**config.mk**
```make
export PLATFORM = sky130hd
export DESIGN_NAME = db_req_arbiter
export DESIGN_NICKNAME = d
export VERILOG_FILES = /design/src/rtl/db_pkg.sv /design/src/rtl/db_arb_prio.sv /design/src/rtl/db_req_arbiter.sv
export SDC_FILE = /design/constraint.sdc
export NUM_CORES = 1
export LEC_CHECK = 0
export BUFFER_PORTS_ARGS = -buffer_cell sky130_fd_sc_hd__buf_2
export CORE_ASPECT_RATIO = 0.7
export CORE_UTILIZATION = 43
export CTS_CLUSTER_SIZE = 10
export DETAILED_ROUTE_END_ITERATION = 10
export HOLD_SLACK_MARGIN = 0.08
export PLACE_DENSITY = 0.81
export SLEW_MARGIN = 20
export SYNTH_ARGS = -nofsm -noshare
export SYNTH_HDL_FRONTEND = slang
export SYNTH_HIERARCHICAL = 1
export SYNTH_SLANG_ARGS = --single-unit
```
**constraint.sdc**
```tcl
create_clock -name clk -period 2.4 [get_ports clk]
set_input_delay 0.12 -clock clk [delete_from_list [all_inputs] [get_ports clk]]
set_output_delay 0.12 -clock clk [all_outputs]
set_load 0.02 [all_outputs]
```
**src/rtl/db_pkg.sv**
```systemverilog
// db_pkg: shared widths, status codes, owner ids
// and state encoding for the DB request arbiter.
package db_pkg;

  localparam int DB_KEY_SIZE  = 96;
  localparam int DB_FLAG_SIZE = 4;

  typedef enum logic [3:0] {
    SUSPECTION   = 4'd1,
    ARREST       = 4'd2,
    FILTERED     = 4'd3,
    EXPIRED      = 4'd4,
    FLAG_TIMEOUT = 4'hF
  } status_t;

  typedef enum logic {
    PORT_PKT = 1'b0,
    PORT_CTL = 1'b1
  } owner_t;

  typedef enum logic [1:0] {
    S_IDLE  = 2'd0,
    S_ISSUE = 2'd1,
    S_WAIT  = 2'd2
  } state_t;

  function automatic logic [15:0] sat_inc(
    input logic [15:0] v
  );
    return (v == 16'hFFFF) ? v : v + 16'd1;
  endfunction

endpackage

```
**src/rtl/db_arb_prio.sv**
```systemverilog
// db_arb_prio: fixed priority to port 0 with a
// starvation limit that forces a port 1 grant.
module db_arb_prio
  import db_pkg::*;
#(
  parameter int STARVE_MAX = 8
) (
  input  logic clk,
  input  logic rst_n,
  input  logic req0_valid,
  input  logic req1_valid,
  input  logic grant_en,
  output logic gnt0,
  output logic gnt1
);

  localparam logic [7:0] SMAX = 8'(STARVE_MAX);

  logic [7:0] starve_q;
  logic       at_lim;

  assign at_lim = (starve_q == SMAX);
  assign gnt1   = grant_en & req1_valid
                & (at_lim | ~req0_valid);
  assign gnt0   = grant_en & req0_valid
                & ~(req1_valid & at_lim);

  // count port 0 wins while port 1 waits
  always_ff @(posedge clk) begin
    if (!rst_n) begin
      starve_q <= '0;
    end else if (!req1_valid || gnt1) begin
      starve_q <= '0;
    end else if (gnt0 && !at_lim) begin
      starve_q <= starve_q + 8'd1;
    end
  end

endmodule

```
**src/rtl/db_req_arbiter.sv**
```systemverilog
// db_req_arbiter: one outstanding DB operation,
// owner tagging, reply routing and reply timeout.
module db_req_arbiter
  import db_pkg::*;
#(
  parameter int KEY_SIZE   = DB_KEY_SIZE,
  parameter int FLAG_SIZE  = DB_FLAG_SIZE,
  parameter int STARVE_MAX = 8,
  parameter int TIMEOUT    = 1024
) (
  input  logic                 clk,
  input  logic                 rst_n,
  input  logic                 req0_valid,
  input  logic [KEY_SIZE-1:0]  req0_key,
  input  logic [FLAG_SIZE-1:0] req0_flag,
  output logic                 req0_ready,
  input  logic                 req1_valid,
  input  logic [KEY_SIZE-1:0]  req1_key,
  input  logic [FLAG_SIZE-1:0] req1_flag,
  output logic                 req1_ready,
  output logic                 rsp0_valid,
  output logic [FLAG_SIZE-1:0] rsp0_flag,
  output logic                 rsp1_valid,
  output logic [FLAG_SIZE-1:0] rsp1_flag,
  output logic                 db_valid,
  output logic [KEY_SIZE-1:0]  db_key,
  output logic [FLAG_SIZE-1:0] db_flag,
  input  logic                 db_ready,
  input  logic                 db_out_valid,
  input  logic [FLAG_SIZE-1:0] db_out_flag,
  output logic [15:0]          stray_cnt,
  output logic [15:0]          timeout_cnt
);

  localparam logic [15:0] TMO_LAST =
    16'(TIMEOUT - 1);
  localparam logic [FLAG_SIZE-1:0] F_TMO =
    FLAG_SIZE'(FLAG_TIMEOUT);

  state_t                 state_q;
  owner_t                 owner_q;
  logic [KEY_SIZE-1:0]    key_q;
  logic [FLAG_SIZE-1:0]   flag_q;
  logic                   dbv_q;
  logic                   r0v_q;
  logic                   r1v_q;
  logic [FLAG_SIZE-1:0]   r0f_q;
  logic [FLAG_SIZE-1:0]   r1f_q;
  logic [15:0]            timer_q;
  logic [15:0]            stray_q;
  logic [15:0]            tmo_q;

  logic                   grant_en;
  logic                   gnt0;
  logic                   gnt1;
  logic                   done;
  logic [FLAG_SIZE-1:0]   rsp_flag;

  assign grant_en = rst_n & db_ready
                  & (state_q == S_IDLE);

  db_arb_prio #(
    .STARVE_MAX (STARVE_MAX)
  ) u_prio (
    .clk        (clk),
    .rst_n      (rst_n),
    .req0_valid (req0_valid),
    .req1_valid (req1_valid),
    .grant_en   (grant_en),
    .gnt0       (gnt0),
    .gnt1       (gnt1)
  );

  // a real reply beats expiry in the same cycle
  assign done = (state_q == S_WAIT)
              & (db_out_valid | (timer_q == TMO_LAST));
  assign rsp_flag = db_out_valid ? db_out_flag : F_TMO;

  assign req0_ready  = gnt0;
  assign req1_ready  = gnt1;
  assign db_valid    = dbv_q;
  assign db_key      = key_q;
  assign db_flag     = flag_q;
  assign rsp0_valid  = r0v_q;
  assign rsp0_flag   = r0f_q;
  assign rsp1_valid  = r1v_q;
  assign rsp1_flag   = r1f_q;
  assign stray_cnt   = stray_q;
  assign timeout_cnt = tmo_q;

  // issue/wait FSM with registered outputs
  always_ff @(posedge clk) begin
    if (!rst_n) begin
      state_q <= S_IDLE;
      owner_q <= PORT_PKT;
      key_q   <= '0;
      flag_q  <= '0;
      dbv_q   <= 1'b0;
      r0v_q   <= 1'b0;
      r1v_q   <= 1'b0;
      r0f_q   <= '0;
      r1f_q   <= '0;
      timer_q <= '0;
      stray_q <= '0;
      tmo_q   <= '0;
    end else begin
      dbv_q <= 1'b0;
      r0v_q <= 1'b0;
      r1v_q <= 1'b0;
      r0f_q <= '0;
      r1f_q <= '0;
      if (db_out_valid && state_q != S_WAIT) begin
        stray_q <= sat_inc(stray_q);
      end
      unique case (state_q)
        S_IDLE: begin
          if (gnt0 || gnt1) begin
            key_q   <= gnt1 ? req1_key : req0_key;
            flag_q  <= gnt1 ? req1_flag : req0_flag;
            owner_q <= gnt1 ? PORT_CTL : PORT_PKT;
            dbv_q   <= 1'b1;
            timer_q <= '0;
            state_q <= S_ISSUE;
          end
        end
        S_ISSUE: begin
          timer_q <= timer_q + 16'd1;
          state_q <= S_WAIT;
        end
        S_WAIT: begin
          timer_q <= timer_q + 16'd1;
          if (done) begin
            if (owner_q == PORT_CTL) begin
              r1v_q <= 1'b1;
              r1f_q <= rsp_flag;
            end else begin
              r0v_q <= 1'b1;
              r0f_q <= rsp_flag;
            end
            if (!db_out_valid) begin
              tmo_q <= sat_inc(tmo_q);
            end
            state_q <= S_IDLE;
          end
        end
        default: state_q <= S_IDLE;
      endcase
    end
  end

endmodule

```
==> impl_metrics.json <==
{
  "status": "completed",
  "cp_max_fo": 22,
  "timing.reg2reg.setup_slack_ps": 20,
  "drtPass1Iterations": 5,
  "fp.dieArea_sq_um": 18700,
  "rows": 40,
  "io_pins": 355,
  "io_buffers": 354,
  "hold_path_end": "db_key[75]",
  "layout_common_cells": "buf_2 (353), dlygate4sd3_1 (186), dfxtp_1 (169), nor2_1 (124), mux2i_1 (114)",
  "drc": 0,
  "slew_headroom": 0.595,
  "fin_cells": 1648,
  "ys_seq_elements": 170,
  "cts-root-buf": "clkbuf_16",
  "async_reset_ff_frac": 0,
  "antenna_found_initial": 10,
  "startpoint_type": "flop",
  "end_kind": "flop",
  "drive_gt1_frac": 0.320,
  "cts_made_buffers": 17,
  "synth_ff_type": "dfxtp_1",
  "ant_nets": 0,
  "seq_area_frac_synth": 0.437,
  "seqCellArea_sq_um": 3400,
  "required_ps": 2730,
  "grt_usage": 0.328,
  "crit_type": "reg -> reg",
  "hold_class": "in -> reg",
  "cts.sinks": 170,
  "syn2layout_area_growth_pct": 62.5,
  "hold_depth": 3,
  "multi_input_area_sq_um": 4200,
  "cap_violations": 0,
  "final.fill_count": 1146,
  "place_area_sq_um": 9900,
  "grt_max_degree": 64,
  "path_clk_slew_ps": 80,
  "setup-tns-final_ps": 0,
  "worst_ep_arrival_time_ps": 2700,
  "coreArea_sq_um": 17400,
  "tightest_slew_ps": 603,
  "skew_ps": 12.4,
  "start_util": 0.447,
  "period_share": 0.990,
  "route.vias.total": 9351,
  "rr_worst_depth": 10,
  "slew_viol_final": 0,
  "nNetsFinal": 1607,
  "syn_avg_cell_area_sq_um": 9.14,
  "whs_ps": 80.5,
  "synth_edf_count": 0,
  "grt_pass1_vias": 8994,
  "max_clock_freq_mhz": 421,
  "wl_um": 33000,
  "finalPower_mw": 7.31,
  "syn-num-nets": 1070,
  "r2r_start": "u_prio/starve_q[0]",
  "ys_types": 56,
  "vias_per_cell": 5.67,
  "setup_violations": 0,
  "mostFrequentLayoutCell": "buf_2",
  "finalInstanceArea_sq_um": 12700,
  "htreeDepth": 4,
  "rsz0062_at_grt": "yes",
  "hp-start": "req1_key[75]",
  "power.leakage_nw": 5.22,
  "min_period_ps": 2380,
  "clk_path_buf_depth": 2,
  "clkLatencyLatePin_ps": 440,
  "yosysWarningCount": 6,
  "drt_iter0_drc": 868,
  "die_height_um": 115,
  "die_w_um": 163,
  "hpwl_um": 18400,
  "grt_first_pass_wirelength_um": 47200,
  "r2r_end": "db_key[68]",
  "cts_tree": "built",
  "hold_viol": 0,
  "dp.cells": 1400,
  "gp_congestion": 0.870,
  "grt-ovfl-total": 0,
  "syn-instance-count": 852,
  "synth_area_sq_um": 7790,
  "peakVddDrop_v": 0.000401,
  "power.density_nw_per_um2": 578,
  "wire_per_inst_um": 20.0
}
final cells by class:
class                      count  share of cell area
clock buffer                  20              0.0353
inverter                      14             0.00435
sequential                   170               0.269
multi-input combinational    608               0.332
clock inverter                11             0.00899
timing repair buffer         578               0.325
tap                          231              0.0228
antenna                       16             0.00316
how the worst max path moves through the flow:
stage / from / endpoint / slack [ps] / depth (start not counted)
after detailed placement: u_prio/starve_q[0] / timer_q[11] / 60 / 9
after floorplan: state_q[0] / db_key[31] / -30 / 12
final: u_prio/starve_q[0] / db_key[68] / 20 / 10
after global placement: u_prio/starve_q[0] / timer_q[7] / 170 / 9
after CTS: u_prio/starve_q[0] / db_key[75] / 20 / 9
after global routing: state_q[1] / db_key[68] / -140 / 10
flip-flops by register name (all words and copies together), names as in the netlist:
name	cells
db_valid	1
rsp1_flag	4
timer_q	16
rsp1_valid	1
db_key	96
rsp0_valid	1
db_flag	4
state_q	2
stray_cnt	16
rsp0_flag	4
timeout_cnt	16
owner_q	1
u_prio/starve_q	8
power breakdown:
| part | internal, mW | total (mW) | leakage, nW | switching, mW |
|---|---|---|---|---|
| clock network | 1.47 | 2.69 | 0.264 | 1.23 |
| registers | 2.98 | 3.09 | 1.38 | 0.111 |
| logic | 0.698 | 1.53 | 3.57 | 0.832 |
| total | 5.14 | 7.31 | 5.22 | 2.17 |
worst max-delay path: stages (launching register included):
cell,delay (ps)
dfxtp_2,320
inv_1,50
ha_1,130
and4bb_2,300
a21boi_4,90
nor3b_4,230
buf_6,150
buf_8,120
buf_4,360
mux2i_1,180
a211oi_1,340
timing repair:
| item | in CTS | in global routing |
|---|---|---|
| pin swaps | 0 | 6 |
| cloned | 1 | 5 |
| setup buffers | 0 | 9 |
| resized for setup | 3 | 21 |
| setup endpoints to repair | 1 | 58 |
| hold buffers | 186 | 3 |
| endpoints found under the hold margin | 101 | 2 |
cells by family (layout without fill, tap and decap cells):
logic type	Yosys count	count (layout)	synth area share
other cells	0	16	0
simple gates	291	292	0.188
xor+xnor	13	13	0.0146
compound gates	179	180	0.162
fa+ha+maj	8	8	0.0129
mux	115	115	0.148
flops	170	170	0.437
buf+inv	76	623	0.0376
Yosys cell counts, drive strengths merged, types with 7 or more instances:
cell type,count,share of area
a211oi,101,0.097
a21oi,32,0.021
and3,9,0.0072
and4,9,0.010
buf,19,0.010
clkbuf,43,0.021
dfxtp,170,0.44
ha,8,0.013
inv,14,0.0067
mux2i,115,0.15
nand2,39,0.019
nand2b,14,0.011
nand3,18,0.012
nand4,17,0.015
nor2,124,0.060
nor3,11,0.0071
nor4,14,0.012
o21ai,14,0.0090
o31ai,7,0.0067
or3,10,0.0080
or4,8,0.0077
xnor2,7,0.0079
metal layers:
layer / vias up / global-route usage / part of all wire
met3: 201 / 0.0902 / 0.083
li1: 4240 / - / -
met5: - / 0 / 0
met4: 0 / 0.239 / 0.064
met1: 4288 / 0.370 / 0.38
met2: 622 / 0.536 / 0.47
per-stage QoR:
stage / worst slack, ps / utilization
finish: 24.6 / 0.727
global route: -137 / 0.726
CTS: 17.1 / 0.710
detailed placement: 58.4 / 0.569
global placement: 167 / 0.569
floorplan: -32.8 / -
Note: power is estimated with default switching activity, not from simulation.
